===== src/rtl/out_wide_write_packer.sv =====
`default_nettype none
// ============================================================================
// Module      : out_wide_write_packer
// Description : Coalesces a byte write stream into 32-bit words with byte
//               enables and queues them in a show-ahead FIFO for wide memory.
// Revision    : 1.0 - initial release
// ============================================================================
module out_wide_write_packer #(
    parameter int AW    = 10,
    parameter int DEPTH = 4
) (
    input  logic          clk,
    input  logic          rst_n,
    input  logic          i_clear,
    input  logic          i_flush,
    input  logic          i_we,
    input  logic [AW+1:0] i_baddr,
    input  logic [7:0]    i_wdata,
    output logic [AW-1:0] o_waddr,
    output logic [31:0]   o_wdata,
    output logic [3:0]    o_wbe,
    output logic          o_wvalid,
    input  logic          i_wready,
    output logic          o_busy,
    output logic          o_flush_done,
    output logic          o_overflow,
    output logic [31:0]   o_byte_count,
    output logic [31:0]   o_word_count
);

    localparam int                 c_PTR_W      = $clog2(DEPTH);
    localparam logic [c_PTR_W:0]   c_FULL_COUNT = (c_PTR_W+1)'(DEPTH);
    localparam logic [1:0]         c_S_RUN      = 2'd0;
    localparam logic [1:0]         c_S_FLUSH    = 2'd1;
    localparam logic [1:0]         c_S_DRAIN    = 2'd2;

    logic [1:0]         r_state;
    logic               r_flush_done;
    logic               r_overflow;
    logic [31:0]        r_byte_count;
    logic [31:0]        r_word_count;

    logic               r_acc_valid;
    logic [AW-1:0]      r_acc_addr;
    logic [31:0]        r_acc_data;
    logic [3:0]         r_acc_be;

    logic [AW-1:0]      r_fifo_addr [DEPTH];
    logic [31:0]        r_fifo_data [DEPTH];
    logic [3:0]         r_fifo_be   [DEPTH];
    logic [c_PTR_W-1:0] r_wr_ptr;
    logic [c_PTR_W-1:0] r_rd_ptr;
    logic [c_PTR_W:0]   r_count;

    logic [1:0]         w_lane;
    logic [AW-1:0]      w_word;
    logic [3:0]         w_lane_be;
    logic [31:0]        w_lane_mask;
    logic [31:0]        w_lane_data;
    logic [31:0]        w_merge_data;
    logic [3:0]         w_merge_be;

    logic               w_push;
    logic [AW-1:0]      w_push_addr;
    logic [31:0]        w_push_data;
    logic [3:0]         w_push_be;
    logic               w_acc_valid_nxt;
    logic [AW-1:0]      w_acc_addr_nxt;
    logic [31:0]        w_acc_data_nxt;
    logic [3:0]         w_acc_be_nxt;

    logic               w_fifo_empty;
    logic               w_fifo_full;
    logic               w_pop;
    logic               w_push_ok;
    logic               w_drop;

    assign w_lane       = i_baddr[1:0];
    assign w_word       = i_baddr[AW+1:2];
    assign w_lane_be    = 4'b0001 << w_lane;
    assign w_lane_mask  = 32'h0000_00FF << {w_lane, 3'b000};
    assign w_lane_data  = {24'd0, i_wdata} << {w_lane, 3'b000};
    assign w_merge_data = (r_acc_data & ~w_lane_mask) | w_lane_data;
    assign w_merge_be   = r_acc_be | w_lane_be;

    // The flush push owns the single push slot; a byte arriving alongside it
    // always starts a fresh accumulator that belongs to the next frame.
    always_comb begin
        w_push          = 1'b0;
        w_push_addr     = r_acc_addr;
        w_push_data     = r_acc_data;
        w_push_be       = r_acc_be;
        w_acc_valid_nxt = r_acc_valid;
        w_acc_addr_nxt  = r_acc_addr;
        w_acc_data_nxt  = r_acc_data;
        w_acc_be_nxt    = r_acc_be;

        if ((r_state == c_S_FLUSH) && r_acc_valid) begin
            w_push          = 1'b1;
            w_acc_valid_nxt = 1'b0;
            if (i_we) begin
                w_acc_valid_nxt = 1'b1;
                w_acc_addr_nxt  = w_word;
                w_acc_data_nxt  = w_lane_data;
                w_acc_be_nxt    = w_lane_be;
            end
        end else if (i_we) begin
            if (!r_acc_valid) begin
                w_acc_valid_nxt = 1'b1;
                w_acc_addr_nxt  = w_word;
                w_acc_data_nxt  = w_lane_data;
                w_acc_be_nxt    = w_lane_be;
            end else if (r_acc_addr == w_word) begin
                if (w_merge_be == 4'hF) begin
                    w_push          = 1'b1;
                    w_push_data     = w_merge_data;
                    w_push_be       = w_merge_be;
                    w_acc_valid_nxt = 1'b0;
                end else begin
                    w_acc_data_nxt  = w_merge_data;
                    w_acc_be_nxt    = w_merge_be;
                end
            end else begin
                w_push          = 1'b1;
                w_acc_valid_nxt = 1'b1;
                w_acc_addr_nxt  = w_word;
                w_acc_data_nxt  = w_lane_data;
                w_acc_be_nxt    = w_lane_be;
            end
        end
    end

    assign w_fifo_empty = (r_count == '0);
    assign w_fifo_full  = (r_count == c_FULL_COUNT);
    assign w_pop        = !w_fifo_empty && i_wready;
    // A full FIFO still takes a word when its head leaves in the same cycle.
    assign w_push_ok    = w_push && (!w_fifo_full || w_pop);
    assign w_drop       = w_push && w_fifo_full && !w_pop;

    always_ff @(posedge clk or negedge rst_n) begin
        if (!rst_n) begin
            r_state      <= c_S_RUN;
            r_flush_done <= 1'b0;
            r_overflow   <= 1'b0;
            r_byte_count <= '0;
            r_word_count <= '0;
            r_acc_valid  <= 1'b0;
            r_acc_addr   <= '0;
            r_acc_data   <= '0;
            r_acc_be     <= '0;
            r_wr_ptr     <= '0;
            r_rd_ptr     <= '0;
            r_count      <= '0;
        end else if (i_clear) begin
            r_state      <= c_S_RUN;
            r_flush_done <= 1'b0;
            r_overflow   <= 1'b0;
            r_byte_count <= '0;
            r_word_count <= '0;
            r_acc_valid  <= 1'b0;
            r_acc_addr   <= '0;
            r_acc_data   <= '0;
            r_acc_be     <= '0;
            r_wr_ptr     <= '0;
            r_rd_ptr     <= '0;
            r_count      <= '0;
        end else begin
            r_acc_valid <= w_acc_valid_nxt;
            r_acc_addr  <= w_acc_addr_nxt;
            r_acc_data  <= w_acc_data_nxt;
            r_acc_be    <= w_acc_be_nxt;

            if (i_we) begin
                r_byte_count <= r_byte_count + 32'd1;
            end
            if (w_pop) begin
                r_word_count <= r_word_count + 32'd1;
                r_rd_ptr     <= r_rd_ptr + c_PTR_W'(1);
            end
            if (w_push_ok) begin
                r_wr_ptr <= r_wr_ptr + c_PTR_W'(1);
            end
            if (w_drop) begin
                r_overflow <= 1'b1;
            end

            case ({w_push_ok, w_pop})
                2'b10:   r_count <= r_count + (c_PTR_W+1)'(1);
                2'b01:   r_count <= r_count - (c_PTR_W+1)'(1);
                default: r_count <= r_count;
            endcase

            r_flush_done <= 1'b0;
            case (r_state)
                c_S_RUN: begin
                    if (i_flush) begin
                        r_state <= c_S_FLUSH;
                    end
                end
                c_S_FLUSH: begin
                    r_state <= c_S_DRAIN;
                end
                c_S_DRAIN: begin
                    if (w_fifo_empty) begin
                        r_state      <= c_S_RUN;
                        r_flush_done <= 1'b1;
                    end
                end
                default: begin
                    r_state <= c_S_RUN;
                end
            endcase
        end
    end

    // Storage needs no reset: the head outputs are masked while empty.
    always_ff @(posedge clk) begin
        if (w_push_ok) begin
            r_fifo_addr[r_wr_ptr] <= w_push_addr;
            r_fifo_data[r_wr_ptr] <= w_push_data;
            r_fifo_be[r_wr_ptr]   <= w_push_be;
        end
    end

    assign o_wvalid     = !w_fifo_empty;
    assign o_waddr      = w_fifo_empty ? '0 : r_fifo_addr[r_rd_ptr];
    assign o_wdata      = w_fifo_empty ? '0 : r_fifo_data[r_rd_ptr];
    assign o_wbe        = w_fifo_empty ? '0 : r_fifo_be[r_rd_ptr];
    assign o_busy       = r_acc_valid || !w_fifo_empty || (r_state != c_S_RUN);
    assign o_flush_done = r_flush_done;
    assign o_overflow   = r_overflow;
    assign o_byte_count = r_byte_count;
    assign o_word_count = r_word_count;

endmodule
`default_nettype wire


===== config.mk =====
export PLATFORM = sky130hd
export DESIGN_NAME = out_wide_write_packer
export DESIGN_NICKNAME = d
export VERILOG_FILES = /design/src/rtl/out_wide_write_packer.sv
export SDC_FILE = /design/constraint.sdc
export NUM_CORES = 1
export LEC_CHECK = 0
export BUFFER_PORTS_ARGS = -buffer_cell sky130_fd_sc_hd__buf_2
export CAP_MARGIN = 40
export CORE_UTILIZATION = 55
export DETAILED_ROUTE_END_ITERATION = 7
export PLACE_DENSITY_LB_ADDON = 0.1
export SYNTH_ARGS = -nofsm -noshare
export SYNTH_HDL_FRONTEND = slang
export SYNTH_SLANG_ARGS = --single-unit

===== constraint.sdc =====
create_clock -name clk -period 3.4 [get_ports clk]
set_input_delay 0.34 -clock clk [delete_from_list [all_inputs] [get_ports clk]]
set_output_delay 0.34 -clock clk [all_outputs]
set_load 0.03 [all_outputs]

# ---- Yosys cells after proc, flatten, opt, wreduce, memory -nomap -nowiden
# Memory sizes are Yosys's and may differ from the RTL's.
# Index checks and enable logic that the tools add are counted.
dict set report totals {
  regBits 122
  latchBits 0
  ram_bits 184
  mem_bits_ro 0
  inputBits 26
  wordCells 128
  memories 3
}
dict set report classes {
  addsub 6
  n_mul 0
  n_div 0
  n_lt_le_gt_ge 0
  n_eq_ne 11
  n_shift 3
  n_mux 66
  bitwise_logic 4
  reduce_logical 23
}
# name depth width rd rd_clocked_by_memory_dff write_ports line
set mem_list {}
lappend mem_list {r_fifo_data 4 32 1 0 1 49} ;# logic [31:0] r_fifo_data [DEPTH];
lappend mem_list {r_fifo_addr 4 10 1 0 1 48} ;# logic [AW-1:0] r_fifo_addr [DEPTH];
lappend mem_list {r_fifo_be 4 4 1 0 1 50} ;# logic [3:0] r_fifo_be [DEPTH];
# cell count
set ops {}
lappend ops {{2-to-1 mux 32 bit} 17}
lappend ops {{2-to-1 mux 10 bit} 7}
lappend ops {{adder 32 x 1 -> 32 bit, second input constant} 2}
lappend ops {{2-to-1 mux 4 bit} 13}
lappend ops {{bitwise AND 32 bit} 1}
lappend ops {{inverter 32 bit} 1}
lappend ops {{bitwise OR 32 bit} 1}
lappend ops {{<< shifter 8 x 5 -> 32 bit} 1}
lappend ops {{<< shifter 8 x 5 -> 32 bit, first input constant} 1}
lappend ops {{2-to-1 mux 1 bit} 19}
lappend ops {{2-to-1 mux 2 bit} 7}
lappend ops {{equality test 10 bit} 1}
lappend ops {{nonzero test 2 bit} 5}
lappend ops {{inequality test 3 bit, second input constant} 2}
lappend ops {{case mux 2 bit (3 select lines)} 1}
lappend ops {{case mux 3 bit (2 select lines)} 1}
lappend ops {{AND reduction 2 bit} 3}
lappend ops {{nonzero test 3 bit} 2}
lappend ops {{logical AND 1 bit} 5}
lappend ops {{inequality test 5 bit, second input constant} 1}
lappend ops {{adder 2 x 1 -> 2 bit, second input constant} 2}
lappend ops {{equality test 2 x 1 -> 1 bit, second input constant} 2}
lappend ops {{equality test 2 bit, second input constant} 2}
lappend ops {{equality test 4 bit, second input constant} 1}
lappend ops {{other kinds (11)} 15}

# ---- Logic depth before layout (Yosys ltp)
# Gate-level depths: netlist of the first run.
dict set report depth {
  ltp_word 12
  ltp_mapped 12
}

# ---- Worst setup path before layout of the first run
# OpenSTA, ideal clock, no wires.
dict set report synth_path {
  path_kind {input port to flip-flop}
  start {input i_baddr[1]}
  end {memory r_fifo_addr[0][0], enable pin}
  setup_ns 0.408
  t_arrival_ns 2.487
  t_required_ns 2.992
  path_slack_ns 0.504
  stages 7
  path_buffers 1
  path_cell_list {buf_6 > and2b_1 > nand4_1 > nand3_1 > or2_2 > o2bb2ai_1 > and2_1}
}
dict set report synth_via {
  elab_chain_len 11
}
# item line
set synth_rtl {}
lappend synth_rtl {{start: declaration} 17} ;# input logic [AW+1:0] i_baddr,
lappend synth_rtl {{<< shifter 1 x 2 -> 4 bit} 80} ;# assign w_lane_be = 4'b0001 << w_lane;
lappend synth_rtl {{bitwise OR 4 bit} 84} ;# assign w_merge_be = r_acc_be | w_lane_be;
lappend synth_rtl {{equality test 4 bit} 114} ;# if (w_merge_be == 4'hF) begin
lappend synth_rtl {{2-to-1 mux 1 bit} 114}
lappend synth_rtl {{2-to-1 mux 1 bit} 113} ;# end else if (r_acc_addr == w_word) begin
lappend synth_rtl {{2-to-1 mux 1 bit} 108} ;# if (!r_acc_valid) begin
lappend synth_rtl {{2-to-1 mux 1 bit} 107} ;# end else if (i_we) begin
lappend synth_rtl {{2-to-1 mux 1 bit} 98} ;# if ((r_state == c_S_FLUSH) && r_acc_valid) begin
lappend synth_rtl {{logical AND 1 bit} 137} ;# assign w_push_ok = w_push && (!w_fifo_full || w_pop);
lappend synth_rtl {{2-to-1 mux 1 bit} 218} ;# if (w_push_ok) begin
lappend synth_rtl {{2-to-1 mux 1 bit (implied by the code)} 219} ;# r_fifo_addr[r_wr_ptr] <= w_push_addr;
lappend synth_rtl {{end: declaration} 48}
# No other way between the ends.

# ---- Worst setup path after layout of the first run
dict set report layout_path {
  start {register r_acc_addr[9]}
  end {register r_count[2]}
}
dict set report layout_via {
  elab_chain_len 9
  word_cells_on_any_way 11
}
# item line
set layout_rtl {}
lappend layout_rtl {{start: declaration} 44} ;# logic [AW-1:0] r_acc_addr;
lappend layout_rtl {{start signal: assignment} 169} ;# r_acc_addr <= w_acc_addr_nxt;
lappend layout_rtl {{equality test 10 bit (*)} 113}
lappend layout_rtl {{2-to-1 mux 1 bit (*)} 113}
lappend layout_rtl {{2-to-1 mux 1 bit (*)} 108}
lappend layout_rtl {{2-to-1 mux 1 bit (*)} 107}
lappend layout_rtl {{2-to-1 mux 1 bit (*)} 98}
lappend layout_rtl {{logical AND 1 bit (*)} 137}
lappend layout_rtl {{equality test 2 x 1 -> 1 bit or equality test 2 bit (tied branches)} 187} ;# case ({w_push_ok, w_pop})
lappend layout_rtl {{case mux 3 bit (2 select lines)} 187}
lappend layout_rtl {{2-to-1 mux 3 bit} 154} ;# end else if (i_clear) begin
lappend layout_rtl {{end signal: assignment} 188} ;# 2'b10: r_count <= r_count + (c_PTR_W+1)'(1);
lappend layout_rtl {{end signal: assignment} 189} ;# 2'b01: r_count <= r_count - (c_PTR_W+1)'(1);
lappend layout_rtl {{end signal: assignment} 190} ;# default: r_count <= r_count;
lappend layout_rtl {{end: declaration} 53} ;# logic [c_PTR_W:0] r_count;
# Every way passes the cells marked *; elsewhere a longest branch is shown, timed or not.
# A chain may end at the register's enable or synchronous reset.

==> out/results.ini, run 1 <==
[status]
outcome=complete, no violations

[routing]
wl_met2_um=12900
drc=0
wl_per_cell_um=19.5
drtIter0Drc=378
dr_total_vias=7721
highest_layer=met4
drtPass1Iterations=5
postRouteAntennaNets=0
routed_via_density=5.67
drt-met1-wl_um=11900
met3WireLength_um=1300
drt_wl_total_um=26500

[setup_path]
critPathMaxFanout=6
worstPathRequired_ns=3.81
cp-start-kind=flop
path_class=reg -> reg
cp-startpoint=r_acc_addr[9]$_DFFE_PN0P_
end_kind=flop
worstRegToRegCells=10
arrival_ns=3.58
r2r_start=r_acc_addr[9]$_DFFE_PN0P_

[global_routing]
gr-total-overflow=0
antenna_found_initial=0
grt_pass1_wl_um=42400
groute.usage.overall_pct=22.7
grt_pass1_vias=7729
grt_max_degree=57

[timing]
setup_violations=0
holdWs_ns=0.0308
slew_headroom_pct=48.5
timing.final.max_slew_violations=0
fin_crit_sh_pct=93.4
worst_pin_slew_ns=0.769
rsz0062_at_grt=false
fmax_mhz=315
fin_crit_ns=3.17
hold_viol=0
clock_skew_ns=0.00835
setup-tns-final_ns=0

[yosys]
synth_most_common_cell=edfxtp_1
ys_seq_area_share_pct=66.1
syn_nets=895
ys_warn_count=0
netlist.area_leader.share_pct=42.6
synth.avg_cell_area_um2=15.1
synth_commonest_cells=edfxtp_1, dfrtp_1, nor2_1, and2_1, xor2_1
synthTopCellsByArea=edfxtp_1, dfrtp_1, mux4_2
yosysTopAreaCell=edfxtp_1
synth.distinct_cells=59
syn_inst=862
syn_area_mm2=0.0130
synthFlopType=edfxtp_1
synth_edf_count=184
ys_async_sr_fraction_pct=39.9
ys_seq_elements=306

[cts]
cts_made_buffers=30
cts_tree=built
clk_latency_ns=0.56
cts_resized=0
htree_num_levels=1
max-clock-path-buffers=3
post-cts-setup-buffers=0
clock_sinks=306
cts_root_buf=clkbuf_16
clk_pin_slew_worst_paths_ns=0.06

[die]
die_area_mm2=0.0242
row_count=55
core_mm2=0.0229
die_x_um=156
die_h_um=156
start_util_pct=56.7
pin_count=140

[cells_and_area]
post-route-util_pct=66.5
diodes=0
fillers=1687
nNetsFinal=1058
syn_to_final_growth_pct=17.5
layout-drive-gt1-share_pct=30.3

[power_and_ir_drop]
peakVddDrop_mv=0.326
leakage_uw=0.00613
p_per_area_mw_per_mm2=642
p_total_uw=9790

[placement]
gp_congestion=0.800
place_hpwl_um=16400
io_buffers=139

[worst_hold_path]
holdCritPathClass=in -> reg
hold_depth=2
holdCritStartpoint=i_baddr[10]

[job]
cap_violations=0

[path summary, 6_finish.rpt]
kind | slack [ns] | to
min in group asynchronous | 0.33 | o_word_count[16]$_DFFE_PN0P_
max in group asynchronous | 2.09 | r_acc_data[11]$_DFFE_PN0P_
min reg2reg | 0.50 | r_acc_data[26]$_DFFE_PN0P_
max reg2reg | 0.23 | r_count[2]$_DFFE_PN0P_
max | 0.23 | r_count[2]$_DFFE_PN0P_
min | 0.03 | r_acc_addr[8]$_DFFE_PN0P_
[final cells by class]
cell class                 count  area [um2]  area share (%)
clock buffer                  40         848            5.56
tap                          313         392            2.57
clock inverter                16         248            1.62
multi-input combinational    517        4230            27.8
inverter                      10        37.5           0.246
timing repair buffer         160         908            5.96
sequential                   306        8580            56.3
[critical path, stage by stage (launching register included)]
cell and delay, ns:
dfrtp_1 0.43, xor2_1 0.16, nor4_1 0.32, nand4_1 0.36, or2_2 0.44, a31oi_1 0.35
inv_1 0.10, fa_1 0.39, a21oi_1 0.20, o21ai_0 0.13, nor3b_1 0.15
[layout by cell type (no fill, tap or decap), types with 6 or more instances in the layout]
master,instances
dfrtp_1,120
inv_1,9
a22o_1,42
and3_1,9
a21oi_1,15
clkbuf_16,30
clkbuf_8,6
buf_2,138
mux2_2,33
and2_1,50
buf_4,17
o21ai_0,11
nand4_1,14
nand2_1,40
edfxtp_1,184
nor3_1,8
mux4_2,46
or3_1,7
xnor2_1,19
nor2_1,76
ha_1,6
bufinv_16,6
xor2_1,50
nand3_1,28
[routing by layer]
metal | track usage (%) | up-vias
li1 | - | 3545
met5 | 0 | -
met1 | 32.3 | 3928
met4 | 4.90 | 0
met2 | 37.6 | 212
met3 | 3.47 | 36
[logic make-up after synthesis]
group	after synthesis	share of synthesized area [%]
xor+xnor	69	4.65
simple gates	277	11.4
mux	81	11.0
flops	306	66.1
fa+ha+maj	7	0.732
buf+inv	39	1.36
compound gates	83	4.78
[where the power goes]
| group | internal, uW | switching (uW) |
|---|---|---|
| Sequential | 4070 | 139 |
| Combinational | 756 | 1230 |
| Clock | 2210 | 1380 |
[state kept, by name, indices dropped and copies added (netlist names)]
name and cells:
r_wr_ptr 2, o_word_count 32, r_acc_valid 1, r_acc_be 4
r_rd_ptr 2, o_overflow 1, r_acc_data 32, r_count 3
o_byte_count 32, r_fifo_be 16, r_fifo_data 128, r_state 2
r_acc_addr 10, o_flush_done 1, r_fifo_addr 40
[stage by stage]
step	instance area, um2	cells	setup WS [ns]
final	15200	1362	0.226
after global routing	15200	1362	0.0661
after CTS	15200	1362	0.304
after detailed placement	14100	1305	0.278
after global placement	14100	1305	0.401
after floorplan	13000	862	0.504
[timing repair]
item / CTS / global route
hold buffers: 1 / 0
endpoints found under the setup margin: 0 / 0
endpoints found under the hold margin: 41 / 0
(Power assumes the default switching activity.)
==> run 2: changes to the inputs <==
Settings changed: BUFFER_PORTS_ARGS -buffer_cell sky130_fd_sc_hd__buf_2 to unset, DONT_BUFFER_PORTS set to 1.
==> out/results.ini, run 2 (same netlist as run 1, synthesis figures left out) <==
[cells_and_area]
nNetsFinal=934  ; -12%
multi_input_area_mm2=0.00424  ; +0.18%
largest_register_ffs=128  ; unchanged
layout-drive-gt1-share_pct=17.9  ; -12 points
diodes=0  ; unchanged
top_register=r_fifo_data
fillers=1664  ; -1.4%
seqCellArea_mm2=0.00858  ; about the same
instances_no_fill=1238  ; -9.1%
reg_top3=r_fifo_data: 128 flops, r_fifo_addr: 40 flops
final_cell_mix=edfxtp_1, dfrtp_1, nor2_1
layout_commonest_cell=edfxtp_1
syn_to_final_growth_pct=12.6

[die]
pin_count=140  ; unchanged
die_x_um=156  ; unchanged
start_util_pct=56.7  ; unchanged
row_count=55  ; unchanged
die_area_mm2=0.0242  ; unchanged
die_h_um=156  ; unchanged
core_mm2=0.0229  ; unchanged

[cts]
cts_made_buffers=31  ; +3.3%
max-clock-path-buffers=3  ; unchanged
clk_latency_ns=0.55  ; about the same
post-cts-setup-buffers=0  ; unchanged
clk_pin_slew_worst_paths_ns=0.07  ; about the same
cts_tree=built
cts_root_buf=clkbuf_16
clock_sinks=306  ; unchanged
htree_num_levels=1  ; unchanged

[global_routing]
antenna_found_initial=0  ; unchanged
gr-total-overflow=0  ; unchanged
grt_pass1_wl_um=44700  ; +5.4%
groute.usage.overall_pct=24.2  ; +1.5 points
grt_max_degree=123  ; +120%
grt_pass1_vias=7856  ; +1.6%

[power_and_ir_drop]
p_per_area_mw_per_mm2=628  ; -2.1%
netSwitchingFraction_pct=29.2  ; +1.1 points
clkPwrFrac_pct=34.7  ; -2.0 points
seq_power_share_pct=45.8  ; +2.8 points
combPwrFrac_pct=19.6  ; -0.7 points
p_total_uw=9180  ; -6.2%
peakVddDrop_mv=0.370  ; +13%
leakage_uw=0.00542  ; -12%
intPower_uw=6500  ; -7.6%
p_switching_uw=2680  ; -2.7%

[placement]
place_inst=1158  ; -11%
io_buffers=0  ; -100%
place_hpwl_um=16200  ; -1.4%
gp_congestion=0.799  ; -0.14%
dp_worst_setup_slack_ns=0.273  ; -0.00501 ns

[timing]
fin_crit_ns=3.13  ; -0.0433 ns
fin_crit_sh_pct=92.1  ; -1.3 points
clock_skew_ns=0.0121  ; +0.00373 ns
slew_headroom_pct=45.8  ; -2.7 points
setup-tns-final_ns=0  ; unchanged
timing.final.max_slew_violations=0  ; unchanged
worst_pin_slew_ns=0.813  ; +0.0440 ns
setup_violations=0  ; unchanged
hold_viol=0  ; unchanged
holdWs_ns=0.0533  ; +0.0224 ns
rsz0062_at_grt=false
setup_slack_ns=0.269  ; +0.0433 ns
fmax_mhz=319  ; +1.4%

[worst_hold_path]
holdCritStartpoint=i_we
worstHoldEndpoint=o_byte_count[2]$_DFFE_PN0P_
hold_depth=3  ; +1
holdCritPathClass=in -> reg

[setup_path]
end_kind=flop
r2r_start=r_acc_addr[0]$_DFFE_PN0P_
worstPathRequired_ns=3.86  ; +0.05 ns
critPathMaxFanout=6  ; unchanged
cp-start-kind=flop
arrival_ns=3.59  ; about the same
regToRegSetupSlack_ns=0.27  ; +0.04 ns
worstRegToRegCells=11  ; +1
worst_r2r_endpoint=r_count[2]$_DFFE_PN0P_
path_class=reg -> reg

[routing]
routed_via_density=6.04  ; +6.5%
dr_total_vias=7475  ; -3.2%
drt_wl_total_um=28100  ; +5.9%
postRouteAntennaNets=0  ; unchanged
drtIter0Drc=492  ; +30%
wl_per_cell_um=22.7  ; +16%
drc=0  ; unchanged
drtPass1Iterations=5  ; unchanged

[job]
cap_violations=0  ; unchanged

[status]
outcome=complete, no violations

-- run 2: cell types whose count changed in the layout (fill, tap and decap cells not counted), moves of 2 or more --
cell and delta:
buf_16 +2, buf_2 -138, buf_4 -10, bufinv_16 -5, clkbuf_1 +9, clkbuf_8 -2, dlygate4sd3_1 +20
-- run 2: routing by layer --
metal	part of all wire [%]	routed length, um	vias to the layer above	GRT usage (%)
met5	0	0	-	0
met3	8.1	2260	47	6.44
li1	-	-	3314	-
met2	49	13800	280	40.0
met4	2.0	560	0	6.30
met1	41	11400	3834	32.1
-- run 2: stage by stage --
stage | cell area [um2] | util [%]
2_1_floorplan | 13000 | -
3_3_place_gp | 13400 | 58.5
3_5_place_dp | 13400 | 58.5
4_1_cts | 14600 | 63.8
5_1_grt | 14600 | 63.8
6_report | 14600 | 63.8
-- run 2: how the worst max path moves through the flow --
stage | from | endpoint | slack [ns] | depth (start not counted)
final | r_acc_addr[0]$_DFFE_PN0P_ | r_count[2]$_DFFE_PN0P_ | 0.27 | 11
after global routing | r_acc_addr[0]$_DFFE_PN0P_ | r_count[2]$_DFFE_PN0P_ | 0.002 | 11
after CTS | r_acc_addr[9]$_DFFE_PN0P_ | r_count[2]$_DFFE_PN0P_ | 0.25 | 11
after detailed placement | r_acc_addr[9]$_DFFE_PN0P_ | r_count[2]$_DFFE_PN0P_ | 0.27 | 11
after global placement | r_acc_addr[9]$_DFFE_PN0P_ | r_count[2]$_DFFE_PN0P_ | 0.49 | 11
after floorplan | i_baddr[1] | r_fifo_addr[0][0]$_DFFE_PP_ | 0.50 | 7
-- run 2: worst max-delay path: stages, from the launching register on --
cell and delay [ns]:
dfrtp_1 0.45, xor2_1 0.18, nor4_1 0.32, nand4_1 0.32
or2_2 0.42, a31oi_2 0.30, inv_1 0.10, fa_1 0.41
inv_1 0.09, a311oi_1 0.07, o21ai_0 0.18, nor3b_1 0.19
-- run 2: what timing repair did --
action	4_1_cts	5_1_grt
endpoints found under the setup margin	0	1
resized for setup	0	1
hold buffers	23	0
hold endpoints to repair	241	0
-- run 2: power groups by stage --
stage / combinational (uW) / sequential [uW] / clock, uW
2_1_floorplan: 1480 / 4210 / 0
3_3_place_gp: 1700 / 4260 / 0
3_5_place_dp: 1740 / 4270 / 0
4_1_cts: 1830 / 4200 / 3230
5_1_grt: 1930 / 4210 / 3380
6_report: 1800 / 4200 / 3180
-- run 2: cell type report --
cell class / count / share of cell area (%)
clock buffer: 48 / 6.02
inverter: 10 / 0.257
sequential: 306 / 58.7
tap: 313 / 2.68
clock inverter: 9 / 0.471
multi-input combinational: 517 / 29.0
timing repair buffer: 35 / 2.86
==> run 3: changes to the inputs <==
Clock period 3.4 ns to 2.6 ns, I/O delays scaled along.
==> out/results.ini, run 3 (same netlist as run 1, synthesis figures left out) <==
[die]
die_area_mm2=0.0242  ; unchanged
pin_count=140  ; unchanged
core_mm2=0.0229  ; unchanged
die_h_um=156  ; unchanged
die_x_um=156  ; unchanged
row_count=55  ; unchanged
start_util_pct=56.7  ; unchanged

[cts]
cts_hold_buf=24  ; +4.3%
htree_num_levels=1  ; unchanged
cts_tree=built
clk_pin_slew_worst_paths_ns=0.06  ; about the same
cts_made_buffers=31  ; unchanged
cts_root_buf=clkbuf_16
max-clock-path-buffers=3  ; unchanged
clock_sinks=306  ; unchanged
clk_latency_ns=0.54  ; about the same

[cells_and_area]
nNetsFinal=995  ; +6.5%
final_cell_mix=edfxtp_1, dfrtp_1, nor2_1
largest_register_ffs=128  ; unchanged
layout_commonest_cell=edfxtp_1
top_register=r_fifo_data
fillers=1598  ; -4.0%
layout-drive-gt1-share_pct=24.0  ; +6.1 points
syn_to_final_growth_pct=17.3
reg_top3=r_fifo_data: 128 flops, r_fifo_addr: 40 flops
design_area_mm2=0.0152  ; +4.2%
instances_no_fill=1300  ; +5.0%

[setup_path]
cp.depth=10  ; -1
crit_chain=xor2_1, nor4_1, nand4_1, or2_4, a31oi_2, inv_1, fa_2, a21oi_2, o21ai_1, nor3b_2
max_stage_delay_ns=0.41  ; -0.04 ns
worstRegToRegCells=10  ; -1
end_kind=flop
critPathMaxFanout=3  ; -3
r2r_start=r_acc_addr[3]$_DFFE_PN0P_
arrival_ns=2.94  ; -0.65 ns
crit_path_top_delay_cell=dfrtp_2
cp.buffers_inverters=1  ; -1
worstPathRequired_ns=3.01  ; -0.85 ns
cp-start-kind=flop
path_class=reg -> reg
regToRegSetupSlack_ns=0.07  ; -0.20 ns
worst_r2r_endpoint=r_count[2]$_DFFE_PN0P_
crit_family=simple AND/OR/NAND/NOR gates

[timing]
holdWs_ns=-0.581  ; -0.634 ns
worst_pin_slew_ns=0.702  ; -0.111 ns
fin_crit_sh_pct=97.3  ; +5.2 points
fin_crit_ns=2.53  ; -0.600 ns
slew_headroom_pct=53.0  ; +7.2 points
setup_violations=0  ; unchanged
hold_viol=122  ; +122
fmax_mhz=395  ; +24%
rsz0062_at_grt=false
timing.final.max_slew_violations=0  ; unchanged
setup_slack_ns=0.0696  ; -0.200 ns
clock_skew_ns=0.0132  ; +0.00112 ns

[routing]
dr_total_vias=7617  ; +1.9%
wl_per_cell_um=21.1  ; -7.1%
drtPass1Iterations=5  ; unchanged
postRouteAntennaNets=0  ; unchanged
drt_wl_total_um=27400  ; -2.4%
drtIter0Drc=365  ; -26%
drc=0  ; unchanged
routed_via_density=5.86  ; -3.0%

[job]
cap_violations=0  ; unchanged

[placement]
place_area_mm2=0.0139  ; +3.6%
place_hpwl_um=16700  ; +3.0%
place_inst=1216  ; +5.0%
gp_congestion=0.840  ; +5.2%
io_buffers=0  ; unchanged
dp_worst_setup_slack_ns=-0.163  ; -0.436 ns

[global_routing]
gr-total-overflow=0  ; unchanged
antenna_found_initial=1  ; +1
groute.usage.overall_pct=23.5  ; -0.74 points
grt_pass1_wl_um=43700  ; -2.2%
grt_pass1_vias=8108  ; +3.2%
grt_max_degree=123  ; unchanged

[worst_hold_path]
holdCritPathClass=in -> async

[power_and_ir_drop]
p_total_uw=12400  ; +35%
peakVddDrop_mv=0.525  ; +42%
p_per_area_mw_per_mm2=812  ; +29%
leakage_uw=0.00580  ; +6.9%

[status]
violations=negative hold slack
outcome=finished, violations left

## run 3: how the worst max path moves through the flow
stage / from / endpoint / slack, ns
2_1_floorplan: r_acc_addr[9]$_DFFE_PN0P_ / r_count[2]$_DFFE_PN0P_ / 0.02
3_3_place_gp: r_acc_addr[9]$_DFFE_PN0P_ / r_count[2]$_DFFE_PN0P_ / 0.04
3_5_place_dp: r_acc_addr[9]$_DFFE_PN0P_ / r_count[2]$_DFFE_PN0P_ / -0.16
4_1_cts: r_acc_addr[5]$_DFFE_PN0P_ / r_count[2]$_DFFE_PN0P_ / 0.003
5_1_grt: r_acc_addr[3]$_DFFE_PN0P_ / r_fifo_data[3][15]$_DFFE_PP_ / 0.001
6_report: r_acc_addr[3]$_DFFE_PN0P_ / r_count[2]$_DFFE_PN0P_ / 0.07
## run 3: layout make-up
cell class | instances | area, um2 | share of cell area (%)
diodes | 1 | 2.50 | 0.0164
inverters | 10 | 37.5 | 0.247
clock inverters | 18 | 221 | 1.45
well taps | 313 | 392 | 2.57
multi-input cells | 517 | 4270 | 28.0
clock buffers | 39 | 816 | 5.36
repair buffers | 96 | 906 | 5.95
flip-flops and latches | 306 | 8580 | 56.4
## run 3: report_power, final
| part | internal (uW) | switching (uW) |
|---|---|---|
| sequential | 5320 | 90.2 |
| clock | 2710 | 1780 |
| combinational | 837 | 1630 |
## run 3: stage by stage
stage | setup TNS, ns | utilization (%)
after global placement | 0 | 60.6
final | 0 | 66.4
after global routing | 0 | 66.4
after CTS | 0 | 66.4
after detailed placement | -0.163 | 60.6
after floorplan | 0 | -
## run 3: metal layers
| layer | vias to the layer above | track usage (%) | wire (um) |
|---|---|---|---|
| met4 | 0 | 4.76 | 377 |
| li1 | 3428 | - | - |
| met1 | 3925 | 30.5 | 11300 |
| met2 | 231 | 40.7 | 13800 |
| met5 | - | 0 | 0 |
| met3 | 33 | 5.39 | 1870 |
## run 3: timing repair
item | 4_1_cts | 5_1_grt
pin swaps | 3 | 2
resized for setup | 7 | 5
buffers inserted | 1 | 1
setup endpoints to repair | 22 | 3
hold endpoints to repair | 368 | 122
